**config.mk**
```make
export PLATFORM = sky130hd
export DESIGN_NAME = fetch_controller_flat
export DESIGN_NICKNAME = d
export VERILOG_FILES = /design/src/rtl/fetch_ctrl_pkg.sv /design/src/rtl/fetch_controller_if.sv /design/src/rtl/fetch_skid_fifo.sv /design/src/rtl/fetch_controller.sv /design/src/flat_wrapper.sv
export SDC_FILE = /design/constraint.sdc
export NUM_CORES = 1
export LEC_CHECK = 0
export BUFFER_PORTS_ARGS = -buffer_cell sky130_fd_sc_hd__buf_4
export CAP_MARGIN = 20
export CORE_UTILIZATION = 40
export CTS_CLUSTER_DIAMETER = 200
export CTS_CLUSTER_SIZE = 24
export DETAILED_ROUTE_END_ITERATION = 6
export GPL_ROUTABILITY_DRIVEN = 0
export GPL_TIMING_DRIVEN = 0
export PLACE_DENSITY_LB_ADDON = 0.3
export SYNTH_ARGS = -nofsm -noshare
export SYNTH_HDL_FRONTEND = slang
export SYNTH_SLANG_ARGS = --single-unit
export TNS_END_PERCENT = 20
```
**constraint.sdc**
```tcl
create_clock -name clk_i -period 3.5 [get_ports clk_i]
set_clock_uncertainty 0.15 [all_clocks]
set_input_delay 0.7 -clock clk_i [delete_from_list [all_inputs] [get_ports clk_i]]
set_output_delay 0.7 -clock clk_i [all_outputs]
set_load 0.03 [all_outputs]
```
**src/rtl/fetch_ctrl_pkg.sv**
```systemverilog
// Shared types and default parameters for the instruction fetch controller.
package fetch_ctrl_pkg;

    localparam int DEF_ADDR_W   = 8;
    localparam int DEF_INSTR_W  = 16;
    localparam int DEF_RESET_PC = 0;

    typedef enum logic [1:0] {
        ST_IDLE   = 2'd0,
        ST_FETCH  = 2'd1,
        ST_HALTED = 2'd2
    } fetch_state_e;

endpackage

```
**src/rtl/fetch_controller_if.sv**
```systemverilog
// Memory, redirect/halt and decoder handshake bundle of the fetch controller.
interface fetch_controller_if import fetch_ctrl_pkg::*; #(
    parameter int ADDR_W  = DEF_ADDR_W,
    parameter int INSTR_W = DEF_INSTR_W
);

    logic [ADDR_W-1:0]  mem_addr;
    logic               mem_rd_en;
    logic [INSTR_W-1:0] mem_rdata;
    logic               redirect_valid;
    logic [ADDR_W-1:0]  redirect_pc;
    logic               halt;
    logic               out_valid;
    logic               out_ready;
    logic [INSTR_W-1:0] out_instr;
    logic [ADDR_W-1:0]  out_pc;
    logic               halted;

    modport master (
        output mem_addr, mem_rd_en, out_valid, out_instr, out_pc, halted,
        input  mem_rdata, redirect_valid, redirect_pc, halt, out_ready
    );

    modport slave (
        input  mem_addr, mem_rd_en, out_valid, out_instr, out_pc, halted,
        output mem_rdata, redirect_valid, redirect_pc, halt, out_ready
    );

endinterface

```
**src/rtl/fetch_skid_fifo.sv**
```systemverilog
// Two-entry in-order buffer holding returned instructions with their PCs.
module fetch_skid_fifo import fetch_ctrl_pkg::*; #(
    parameter int ADDR_W  = DEF_ADDR_W,
    parameter int INSTR_W = DEF_INSTR_W
) (
    input  logic               clk_i,
    input  logic               rst_ni,
    input  logic               push_i,
    input  logic               pop_i,
    input  logic               flush_i,
    input  logic [INSTR_W-1:0] push_instr_i,
    input  logic [ADDR_W-1:0]  push_pc_i,
    output logic [1:0]         count_o,
    output logic               head_valid_o,
    output logic [INSTR_W-1:0] head_instr_o,
    output logic [ADDR_W-1:0]  head_pc_o
);

    logic [1:0]         count_q, count_d;
    logic [INSTR_W-1:0] instr0_q, instr0_d, instr1_q, instr1_d;
    logic [ADDR_W-1:0]  pc0_q, pc0_d, pc1_q, pc1_d;

    always_comb begin
        count_d  = count_q;
        instr0_d = instr0_q;
        instr1_d = instr1_q;
        pc0_d    = pc0_q;
        pc1_d    = pc1_q;
        if (flush_i) begin
            count_d = 2'd0;
        end else begin
            case ({push_i, pop_i})
                2'b10: if (count_q != 2'd2) begin
                    if (count_q == 2'd0) begin
                        instr0_d = push_instr_i;
                        pc0_d    = push_pc_i;
                    end else begin
                        instr1_d = push_instr_i;
                        pc1_d    = push_pc_i;
                    end
                    count_d = count_q + 2'd1;
                end
                2'b01: if (count_q != 2'd0) begin
                    instr0_d = instr1_q;
                    pc0_d    = pc1_q;
                    count_d  = count_q - 2'd1;
                end
                2'b11: begin
                    // simultaneous push/pop keeps occupancy; entry 1 shifts to head when full
                    if (count_q == 2'd1) begin
                        instr0_d = push_instr_i;
                        pc0_d    = push_pc_i;
                    end else begin
                        instr0_d = instr1_q;
                        pc0_d    = pc1_q;
                        instr1_d = push_instr_i;
                        pc1_d    = push_pc_i;
                    end
                end
                default: ;
            endcase
        end
    end

    always_ff @(posedge clk_i) begin
        if (!rst_ni) begin
            count_q  <= 2'd0;
            instr0_q <= '0;
            instr1_q <= '0;
            pc0_q    <= '0;
            pc1_q    <= '0;
        end else begin
            count_q  <= count_d;
            instr0_q <= instr0_d;
            instr1_q <= instr1_d;
            pc0_q    <= pc0_d;
            pc1_q    <= pc1_d;
        end
    end

    assign count_o      = count_q;
    assign head_valid_o = (count_q != 2'd0);
    assign head_instr_o = instr0_q;
    assign head_pc_o    = pc0_q;

endmodule

```
**src/rtl/fetch_controller.sv**
```systemverilog
// Instruction fetch sequencer: issues reads, tracks the single in-flight response, buffers results.
// Optional perf counters are enabled with the FETCH_CTRL_PERF_EN macro.
//
// state     | meaning
// ST_IDLE   | first cycle out of reset, nothing issued
// ST_FETCH  | issuing sequential reads while buffer space allows
// ST_HALTED | halt honoured, no reads issued, buffer keeps draining
module fetch_controller import fetch_ctrl_pkg::*; #(
    parameter int          ADDR_W   = DEF_ADDR_W,
    parameter int          INSTR_W  = DEF_INSTR_W,
    parameter int unsigned RESET_PC = DEF_RESET_PC
) (
    input  logic               clk_i,
    input  logic               reset_ni,
    fetch_controller_if.master bus
`ifdef FETCH_CTRL_PERF_EN
    ,
    output logic [31:0]        perf_fetch_cnt_o,
    output logic [31:0]        perf_stall_cnt_o
`endif
);

    fetch_state_e      state_q, state_d;
    logic [ADDR_W-1:0] pc_q, pc_d;
    logic [ADDR_W-1:0] inflight_pc_q, inflight_pc_d;
    logic              inflight_q, inflight_d;
    logic [1:0]        fifo_count;
    logic [2:0]        occupancy;
    logic              issue, push, pop;

    assign pop  = bus.out_valid & bus.out_ready;
    assign push = inflight_q & ~bus.redirect_valid;
    // slots committed once this cycle settles; a new read needs one free slot for its return
    assign occupancy = {1'b0, fifo_count} - {2'b00, pop} + {2'b00, inflight_q};
    assign issue = (state_q == ST_FETCH) & ~bus.halt & ~bus.redirect_valid
                   & (occupancy < 3'd2);

    assign bus.mem_rd_en = issue;
    assign bus.mem_addr  = issue ? pc_q : '0;
    assign bus.halted    = (state_q == ST_HALTED);

    always_comb begin
        state_d       = state_q;
        pc_d          = pc_q;
        inflight_d    = issue;
        inflight_pc_d = issue ? pc_q : inflight_pc_q;
        case (state_q)
            ST_IDLE:   state_d = ST_FETCH;
            ST_FETCH:  if (bus.halt && !inflight_q) state_d = ST_HALTED;
            ST_HALTED: if (!bus.halt && !bus.redirect_valid) state_d = ST_FETCH;
            default:   state_d = ST_IDLE;
        endcase
        if (bus.redirect_valid) begin
            pc_d = bus.redirect_pc;
        end else if (issue) begin
            pc_d = pc_q + 1'b1;
        end
    end

    always_ff @(posedge clk_i) begin
        if (!reset_ni) begin
            state_q       <= ST_IDLE;
            pc_q          <= ADDR_W'(RESET_PC);
            inflight_q    <= 1'b0;
            inflight_pc_q <= '0;
        end else begin
            state_q       <= state_d;
            pc_q          <= pc_d;
            inflight_q    <= inflight_d;
            inflight_pc_q <= inflight_pc_d;
        end
    end

    fetch_skid_fifo #(
        .ADDR_W  (ADDR_W),
        .INSTR_W (INSTR_W)
    ) u_fifo (
        .clk_i        (clk_i),
        .rst_ni       (reset_ni),
        .push_i       (push),
        .pop_i        (pop),
        .flush_i      (bus.redirect_valid),
        .push_instr_i (bus.mem_rdata),
        .push_pc_i    (inflight_pc_q),
        .count_o      (fifo_count),
        .head_valid_o (bus.out_valid),
        .head_instr_o (bus.out_instr),
        .head_pc_o    (bus.out_pc)
    );

`ifdef FETCH_CTRL_PERF_EN
    logic [31:0] fetch_cnt_q, stall_cnt_q;

    always_ff @(posedge clk_i) begin
        if (!reset_ni) begin
            fetch_cnt_q <= '0;
            stall_cnt_q <= '0;
        end else begin
            if (issue) fetch_cnt_q <= fetch_cnt_q + 32'd1;
            if (bus.out_valid && !bus.out_ready) stall_cnt_q <= stall_cnt_q + 32'd1;
        end
    end

    assign perf_fetch_cnt_o = fetch_cnt_q;
    assign perf_stall_cnt_o = stall_cnt_q;
`endif

endmodule
```
**src/flat_wrapper.sv**
```systemverilog
// flat-port wrapper written by rule: the top's interface ports become plain ports
module fetch_controller_flat import fetch_ctrl_pkg::*;
#(
    parameter int          ADDR_W   = DEF_ADDR_W,
    parameter int          INSTR_W  = DEF_INSTR_W,
    parameter int unsigned RESET_PC = DEF_RESET_PC
)
  (clk_i, reset_ni, bus_mem_addr, bus_mem_rd_en, bus_out_valid, bus_out_instr, bus_out_pc, bus_halted, bus_mem_rdata, bus_redirect_valid, bus_redirect_pc, bus_halt, bus_out_ready);
  fetch_controller_if #(.ADDR_W(ADDR_W), .INSTR_W(INSTR_W)) bus_i ();
  input  logic clk_i;
  input  logic reset_ni;
  output wire logic [$bits(bus_i.mem_addr)-1:0] bus_mem_addr;
  output wire logic [$bits(bus_i.mem_rd_en)-1:0] bus_mem_rd_en;
  output wire logic [$bits(bus_i.out_valid)-1:0] bus_out_valid;
  output wire logic [$bits(bus_i.out_instr)-1:0] bus_out_instr;
  output wire logic [$bits(bus_i.out_pc)-1:0] bus_out_pc;
  output wire logic [$bits(bus_i.halted)-1:0] bus_halted;
  input wire logic [$bits(bus_i.mem_rdata)-1:0] bus_mem_rdata;
  input wire logic [$bits(bus_i.redirect_valid)-1:0] bus_redirect_valid;
  input wire logic [$bits(bus_i.redirect_pc)-1:0] bus_redirect_pc;
  input wire logic [$bits(bus_i.halt)-1:0] bus_halt;
  input wire logic [$bits(bus_i.out_ready)-1:0] bus_out_ready;
  assign bus_mem_addr = bus_i.mem_addr;
  assign bus_mem_rd_en = bus_i.mem_rd_en;
  assign bus_out_valid = bus_i.out_valid;
  assign bus_out_instr = bus_i.out_instr;
  assign bus_out_pc = bus_i.out_pc;
  assign bus_halted = bus_i.halted;
  assign bus_i.mem_rdata = bus_mem_rdata;
  assign bus_i.redirect_valid = bus_redirect_valid;
  assign bus_i.redirect_pc = bus_redirect_pc;
  assign bus_i.halt = bus_halt;
  assign bus_i.out_ready = bus_out_ready;
  fetch_controller #(.ADDR_W(ADDR_W), .INSTR_W(INSTR_W), .RESET_PC(RESET_PC)) u_core (.clk_i(clk_i), .reset_ni(reset_ni), .bus(bus_i));
endmodule
```
# Word-level counts from Yosys, hierarchy flattened
# Index checks and enable logic that the tools add are counted.
# totals
regBits,69
input_bits,29
out_inout_bits,35
# classes
n_addsub,5
magnitude_cmp,1
n_eq_ne,14
n_mux,27
bitwise,8
reduce_logical,17
# op_table
op,n
2-to-1 mux 16 bit,7
2-to-1 mux 8 bit,10
case mux 16 bit (3 select lines),1
case mux 16 bit (2 select lines),1
case mux 8 bit (3 select lines),1
case mux 8 bit (2 select lines),1
"!= test 2 bit, second input constant",6
AND reduction 5 bit,2
"adder 8 x 1 -> 8 bit, second input constant",1
2-to-1 mux 2 bit,4
nonzero test 2 bit,4
"equality test 2 x 1 -> 1 bit, second input constant",3
"equality test 2 bit, second input constant",3
case mux 2 bit (3 select lines),1
bitwise AND 1 bit,5
logical NOT 2 bit,2
"!= test 2 x 1 -> 1 bit, second input constant",2
case mux 2 bit (2 select lines),1
adder 3 x 1 -> 3 bit,1
logical NOT 1 bit,3
"less-than comparator 3 x 2 -> 1 bit, second input constant",1
inverter 1 bit,3
AND reduction 3 bit,1
nonzero test 3 bit,1
other kinds (6),7

# Depth between registers and ports, before layout
# Gate-level depths: netlist of run 1.
# depth
word_depth,8
mapped_depth,12

# Cells and area by module
# From an unflattened synthesis of run 1, not the netlist that was laid out.
# hier_totals
hier_cells,393
area_unflattened_um2,3129.3
# by_module_without_submodules
mod,instances,cells_per_inst,area_per_inst_um2,seq_area_each_um2
fetch_skid_fifo,1,269,2127.0,1001.0
fetch_controller,1,124,1002.2,380.4

# Worst setup path before layout of run 1
# Ideal clock, no wire load.
# synth_timing
path_kind,register to output
from,reg u_core.u_fifo.count_q[1] (netlist: u_core.u_fifo.count_o[1])
to,out bus_mem_addr[0]
arrival_time_ps,2846
slack_ps,-196
path_stages_with_launch,13
n_path_buf,1
cell_sequence,dfxtp_1 inv_1 ha_1 nand2b_1 nor2_1 o21ai_0 fa_1 xor2_1 or3_4 inv_1 buf_2 nand2_1 inv_1
# synth_between
elab_chain_len,7
# synth_rtl
element,line_no,rtl
"start, declared",fetch_skid_fifo.sv:19,"logic [1:0] count_q, count_d;"
"start signal, assigned",fetch_skid_fifo.sv:73,count_q <= count_d;
nonzero test 2 bit,fetch_skid_fifo.sv:82,assign head_valid_o = (count_q != 2'd0);
bitwise AND 1 bit,fetch_controller.sv:31,assign pop = bus.out_valid & bus.out_ready;
subtractor 2 x 1 -> 3 bit (*),fetch_controller.sv:34,"assign occupancy = {1'b0, fifo_count} - {2'b00, pop} + {2'b00, inflight_q};"
adder 3 x 1 -> 3 bit (*),fetch_controller.sv:34,
less-than comparator 3 x 2 -> 1 bit (*),fetch_controller.sv:36,& (occupancy < 3'd2);
bitwise AND 1 bit (*),fetch_controller.sv:36,
named net bus_mem_rd_en,flat_wrapper.sv:13,output wire logic [$bits(bus_i.mem_rd_en)-1:0] bus_mem_rd_en;
2-to-1 mux 8 bit (*),fetch_controller.sv:39,assign bus.mem_addr = issue ? pc_q : '0;
"end, declared",flat_wrapper.sv:12,output wire logic [$bits(bus_i.mem_addr)-1:0] bus_mem_addr;
# The timed path passes the listed nets; every way through them passes the cells marked *.

# Worst setup path in the final report of run 1
# layout_timing
from,reg u_core.u_fifo.count_q[0] (netlist: u_core.u_fifo.count_o[0])
to,out bus_mem_addr[1]
# layout_between
elab_chain_len,7
# layout_rtl
element,line_no
nonzero test 2 bit,fetch_skid_fifo.sv:82
bitwise AND 1 bit,fetch_controller.sv:31
subtractor 2 x 1 -> 3 bit (*),fetch_controller.sv:34
adder 3 x 1 -> 3 bit (*),fetch_controller.sv:34
less-than comparator 3 x 2 -> 1 bit (*),fetch_controller.sv:36
bitwise AND 1 bit (*),fetch_controller.sv:36
2-to-1 mux 8 bit (*),fetch_controller.sv:39
# Mark *: on every way between the ends. The rest lies on a longest branch, timed or not.

==> flow_metrics.py, run 1 <==
metrics = {
    "synth": {
        "yosysWarnings": 0,
        "ys_async_sr_fraction_pct": 0,
        "syn-cell-area_um2": 2960,
        "synth-seq-cells": 69,
        "synthCells": 354,
        "syn_area_per_cell_um2": 8.37,
        "synth.distinct_cells": 39,
        "syn_nets": 388,
        "synthFlopType": "dfxtp_1",
        "synth_edf_count": 0,
        "yosysSeqAreaShare_pct": 46.6,
    },
    "worst_setup_path": {
        "max_stage_delay_ps": 550,
        "critPathBufInv": 5,
        "critPathCaptureType": "output port",
        "path_max_fanout": 5,
        "worstPathArrival_ps": 2710,
        "cp_top_family": "simple AND/OR/NAND/NOR gates",
        "critPathSlowestCell": "fa_2",
        "start_kind": "flip-flop",
        "required_ps": 2650,
        "crit_chain": "inv_2 > ha_4 > nand2b_4 > nor2_4 > o21ai_2 > fa_2 > nand3b_1 > or3_4 > inv_4 > buf_6 > nand2_2 > inv_2 > buf_6",
        "crit_type": "reg -> out",
    },
    "run_status": {
        "violations": "setup timing",
        "status": "finished, violations left",
    },
    "global_routing": {
        "grt-ovfl-total": 0,
        "grt_pass1_wl_um": 12000,
        "grt_max_degree": 14,
        "grtUsageTotal_pct": 20.3,
        "antenna_found_initial": 0,
        "grt_pass1_vias": 2541,
    },
    "floorplan": {
        "dieArea_um2": 7750,
        "io_pins": 64,
        "core-area_um2": 7210,
        "rows": 31,
        "die_x_um": 88.0,
        "fp.dieH_um": 88.0,
        "start_util_pct": 41.1,
    },
    "drt": {
        "wl_per_cell_um": 14.0,
        "dr.pass1.iters": 4,
        "routed_wl_um": 7540,
        "drc": 0,
        "routed_via_density": 5.14,
        "antenna_left": 0,
        "drt-initial-drc-count": 105,
        "vias": 2772,
    },
    "timing": {
        "fin_crit_ps": 3560,
        "final-setup-viol-count": 9,
        "rsz0062_at_grt": "yes",
        "fin_ws_ps": -55.1,
        "worst_hold_slack_ps": 322,
        "relSlewSlack_pct": 66.1,
        "fin_crit_sh_pct": 102,
        "worst_pin_slew_ps": 509,
        "timing.fmax_mhz": 281,
        "slew_viol_final": 0,
        "finalHoldViolCount": 0,
    },
    "clock_tree": {
        "numCtsBuffers": 9,
        "worstSkewPairLatency_ps": 340,
        "cts.sinks": 69,
        "clock-root-buffer": "clkbuf_8",
        "cts.clk_slew.worst_paths_ps": 80,
        "htree_levels": 3,
        "clockBufferDepth": 2,
        "cts_tree": "built",
    },
    "layout": {
        "fin_nets": 469,
        "diodes": 0,
        "fin_area_um2": 3910,
        "syn_to_final_growth_pct": 32.1,
        "drive_gt1_share_pct": 28.4,
        "nFillCells": 731,
    },
    "placement": {
        "place_area_um2": 3550,
        "port_buffers": 61,
        "dp_hpwl_um": 5200,
    },
    "power": {
        "p_leak_uw": 0.00180,
        "ir_drop_v": 0.000232,
        "power_per_cell_area_nw_per_um2": 395,
    },
    "worst_hold_path": {
        "min-delay-path-class": "reg -> reg",
    },
    "job": {
        "drv_cap": 0,
    },
}
cells in the mapped netlist (all sizes together), types with 4 or more instances:
cell	instances	area, µm²
nand2	70	263
dfxtp	69	1380
nor2	32	120
a31oi	27	169
o21ai	26	130
mux2i	25	250
clkbuf	17	63.8
inv	14	52.6
a21oi	13	65.1
buf	7	41.3
or3	6	42.5
nand3	5	25.0
ha	4	50.1
nor2b	4	25.0
nor3	4	20.0
path summary, 6_finish.rpt:
kind                                                        startpoint                                    endpoint  slack, ps  depth (start not counted)
worst max-delay path             u_core.u_fifo.count_o[0]$_SDFFE_PP0P_                             bus_mem_addr[1]        -60                         13
worst min-delay path            u_core.u_fifo.instr1_q[6]$_SDFFE_PN0P_  u_core.u_fifo.head_instr_o[6]$_SDFFE_PN0P_        320                          2
worst max register to register   u_core.u_fifo.count_o[0]$_SDFFE_PP0P_                 u_core.pc_q[1]$_SDFFE_PN0P_        700                         12
worst min register to register  u_core.u_fifo.instr1_q[6]$_SDFFE_PN0P_  u_core.u_fifo.head_instr_o[6]$_SDFFE_PN0P_        320                          2
sequential cells by signal, summed over array words and instances, names as in the netlist:
name	flops
u_core.state_q	2
u_core.inflight_q	1
u_core.u_fifo.head_pc_o	8
u_core.inflight_pc_q	8
u_core.u_fifo.pc1_q	8
u_core.u_fifo.instr1_q	16
u_core.u_fifo.count_o	2
u_core.u_fifo.head_instr_o	16
u_core.pc_q	8
cell families (layout without fill, tap and decap cells):
kind of cell	Yosys count	in the layout	synth area share, %
mux	25	25	8.45
buf+inv	38	124	5.32
xor+xnor	4	4	1.18
compound gates	78	78	15.8
simple gates	135	135	20.2
fa+ha+maj	5	5	2.37
flops	69	69	46.6
routing by layer:
metal / wire length [µm] / share of wire, % / vias to the layer above / global-route usage [%]
li1: - / - / 1376 / -
met4: 114 / 1.5 / 0 / 8.80
met1: 3430 / 46 / 1294 / 26.4
met2: 3520 / 47 / 91 / 32.8
met3: 466 / 6.2 / 11 / 4.15
met5: 0 / 0 / - / 0
tightest hold or removal path: stages (launching register included):
cell     delay (ps)
dfxtp_1         310
nand2_1          50
a31oi_1          70
cell type report:
class | count | area, µm² | share of cell area (%)
clock inverter | 7 | 50.0 | 1.28
clock buffer | 9 | 124 | 3.17
inverter | 14 | 57.6 | 1.47
timing repair buffer | 70 | 563 | 14.4
sequential | 69 | 1390 | 35.4
tap | 99 | 124 | 3.17
multi-input combinational | 247 | 1500 | 38.2
buffer | 24 | 111 | 2.85
cell usage in the layout (no fill, tap or decap), types with 2 or more instances in the layout:
cell,synthesis,final
inv_4,0,2
nand2_2,0,6
xnor2_1,3,3
nand3b_1,3,3
or3_1,5,5
nor3b_1,2,2
buf_2,6,5
a211oi_1,2,2
nor3_1,4,4
inv_1,14,3
nand3_1,5,5
nor2_1,32,31
o311ai_0,3,3
a21oi_1,13,13
mux2i_1,25,25
clkbuf_1,17,17
nand2_1,70,62
clkinv_2,0,2
nand2_4,0,2
buf_4,0,60
dfxtp_1,69,67
clkinvlp_4,0,3
a31oi_1,27,27
nor2b_1,4,4
inv_2,0,9
ha_1,4,3
a22oi_1,2,2
clkbuf_8,0,9
o21ai_0,26,25
buf_6,1,12
where the power goes:
part | leakage, µW | total, µW | internal, µW | switching (µW)
combinational | 0.00116 | 155 | 68.3 | 86.5
sequential | 0.000560 | 818 | 801 | 16.7
clock | 0.0000816 | 572 | 258 | 314
per-stage QoR:
step / TNS [ps] / util [%] / total power, µW / cells / worst slack (ps)
2_1_floorplan: 0 / - / 914 / 354 / 20.5
3_3_place_gp: -1500 / 49.2 / 975 / 514 / -208
3_5_place_dp: -2100 / 49.2 / 978 / 514 / -275
4_1_cts: -283 / 54.2 / 1560 / 539 / -37.4
5_1_grt: -1270 / 54.2 / 1610 / 539 / -159
6_report: -449 / 54.2 / 1540 / 539 / -55.1
timing repair:
item / 4_1_cts / 5_1_grt
endpoints found under the setup margin: 9 / 9
cloned: 1 / 0
setup buffers: 8 / 0
hold buffers: 0 / 0
resized for setup: 41 / 0
pin swaps: 5 / 0
Note: power is estimated with default switching activity, not from simulation.
==> run 2, diff against run 1 <==
Settings changed: RECOVER_POWER from default to 50.
==> flow_metrics.py, run 2 (synthesis results as in run 1) <==
metrics = {
    "run_status": {
        "status": "finished, violations left",
        "violations": "setup timing",
    },
    "layout": {
        "layout_common_cells": "dfxtp_1, nand2_1, clkbuf_1",
        "syn_to_final_growth_pct": 28.7,
        "drive_gt1_share_pct": 22.0,
        "nFillCells": 766,
        "fin_nets": 469,
        "diodes": 0,
        "fin_area_um2": 3810,
        "layout_commonest_cell": "dfxtp_1",
    },
    "power": {
        "power_per_cell_area_nw_per_um2": 404,
        "netSwitchingFraction_pct": 27.3,
        "power.total_uw": 1540,
        "power.switching_uw": 421,
        "clkPwrFrac_pct": 37.3,
        "combinationalPowerShare_pct": 9.6,
        "ir_drop_v": 0.000234,
        "power_frac_seq_pct": 53.1,
        "p_leak_uw": 0.00169,
        "p_int_uw": 1120,
    },
    "timing": {
        "rsz0062_at_grt": "yes",
        "finalHoldViolCount": 0,
        "final-setup-viol-count": 9,
        "worst_pin_slew_ps": 763,
        "fin_ws_ps": -58.1,
        "fin_crit_ps": 3560,
        "slew_viol_final": 0,
        "fin_crit_sh_pct": 102,
        "timing.fmax_mhz": 281,
        "relSlewSlack_pct": 49.1,
    },
    "drt": {
        "drc": 0,
        "antenna_left": 0,
        "routed_via_density": 5.19,
        "dr.pass1.iters": 4,
        "drt-initial-drc-count": 143,
        "vias": 2800,
        "routed_wl_um": 7620,
        "wl_per_cell_um": 14.1,
    },
    "floorplan": {
        "die_x_um": 88.0,
        "rows": 31,
        "dieArea_um2": 7750,
        "fp.dieH_um": 88.0,
        "io_pins": 64,
        "start_util_pct": 41.1,
        "core-area_um2": 7210,
    },
    "worst_setup_path": {
        "critPathBufInv": 5,
        "critPathSlowestCell": "fa_2",
        "rr_startpoint": "u_core.u_fifo.count_o[0]$_SDFFE_PP0P_",
        "required_ps": 2650,
        "reg2reg_to": "u_core.pc_q[1]$_SDFFE_PN0P_",
        "critPathCaptureType": "output port",
        "max_stage_delay_ps": 550,
        "cp_top_family": "simple AND/OR/NAND/NOR gates",
        "reg2regPathDepth": 12,
        "worstPathArrival_ps": 2710,
        "start_kind": "flip-flop",
        "crit_chain": "inv_2 > ha_4 > nand2b_4 > nor2_4 > o21ai_2 > fa_2 > nand3b_1 > or3_4 > inv_4 > buf_6 > nand2_2 > inv_2 > buf_6",
        "r2r_slack_ps": 700,
        "path_max_fanout": 5,
        "crit_type": "reg -> out",
        "crit_cells": 13,
    },
    "placement": {
        "dp_hpwl_um": 5200,
        "port_buffers": 61,
        "place_area_um2": 3550,
        "place_ws_ps": -275,
    },
    "clock_tree": {
        "htree_levels": 3,
        "numCtsBuffers": 9,
        "clockBufferDepth": 2,
        "cts.clk_slew.worst_paths_ps": 80,
        "cts_tree": "built",
        "worstSkewPairLatency_ps": 340,
        "cts.sinks": 69,
        "clock-root-buffer": "clkbuf_8",
    },
    "worst_hold_path": {
        "min_to": "u_core.u_fifo.head_instr_o[6]$_SDFFE_PN0P_",
        "min-delay-path-class": "reg -> reg",
        "min-delay-start": "u_core.u_fifo.instr1_q[6]$_SDFFE_PN0P_",
        "hold_depth": 2,
    },
    "job": {
        "drv_cap": 0,
    },
    "global_routing": {
        "grt_pass1_vias": 2541,
        "grtUsageTotal_pct": 20.3,
        "grt_pass1_wl_um": 12000,
        "grt-ovfl-total": 0,
        "grt_max_degree": 14,
        "antenna_found_initial": 0,
    },
}
## run 2: cell types whose count changed in the layout (fill, tap and decap cells not counted), sizes merged
cell    previous run  this run
clkbuf            26        54
buf               77        49
## run 2: power groups by stage
stage | combinational (µW) | sequential, µW | clock (µW)
3_5_place_dp | 143 | 835 | 0
5_1_grt | 162 | 820 | 620
3_3_place_gp | 141 | 834 | 0
2_1_floorplan | 68.2 | 846 | 0
4_1_cts | 155 | 817 | 585
6_report | 148 | 818 | 575
## run 2: layer usage
layer	vias up	global-route usage [%]	routed length [µm]
met1	1319	26.4	3510
met3	11	4.15	448
met4	0	8.80	115
met2	93	32.8	3550
met5	-	0	0
li1	1377	-	-
## run 2: cell type report
cell class                      count  area [µm²]  share of cell area, %
Buffer                             24         109                   2.86
Inverter                           14        57.6                   1.51
Clock buffer                        9         124                   3.25
Sequential cell                    69        1390                   36.4
Timing Repair Buffer               70         465                   12.2
Multi-Input combinational cell    247        1500                   39.3
Clock inverter                      7        50.0                   1.31
Tap cell                           99         124                   3.25
## run 2: worst max-delay path by stage
stage                                               start              end  slack, ps
floorplan           u_core.u_fifo.count_o[1]$_SDFFE_PP0P_  bus_mem_addr[0]         20
global placement    u_core.u_fifo.count_o[1]$_SDFFE_PP0P_  bus_mem_addr[0]       -210
detailed placement  u_core.u_fifo.count_o[1]$_SDFFE_PP0P_  bus_mem_addr[0]       -270
CTS                 u_core.u_fifo.count_o[1]$_SDFFE_PP0P_  bus_mem_addr[2]        -40
global route        u_core.u_fifo.count_o[1]$_SDFFE_PP0P_  bus_mem_addr[3]       -160
finish              u_core.u_fifo.count_o[0]$_SDFFE_PP0P_  bus_mem_addr[7]        -60
## run 2: repair_timing
| action | CTS | global route |
|---|---|---|
| buffers inserted | 8 | 0 |
| hold buffers | 0 | 0 |
| endpoints found under the setup margin | 9 | 9 |
| pin swaps | 5 | 0 |
| resized for setup | 41 | 0 |
| cloned | 1 | 0 |
## run 2: through the flow
stage          utilization, %  cells  hold slack (ps)  TNS (ps)
6_report                 52.8    539              323      -475
3_5_place_dp             49.2    514              313     -2100
3_3_place_gp             49.2    514              304     -1500
4_1_cts                  54.2    539              320      -283
5_1_grt                  52.8    539              344     -1270
2_1_floorplan               -    354              298         0
## run 2: worst register-to-register path, stage by stage (launching register included)
cell and delay, ps:
dfxtp_2 350, inv_2 50, ha_4 150, nand2b_4 160, nor2_4 120, o21ai_2 70, fa_2 550, nand3b_1 90
or3_4 370, buf_4 160, clkbuf_1 220, nand3_1 160, a21oi_1 70
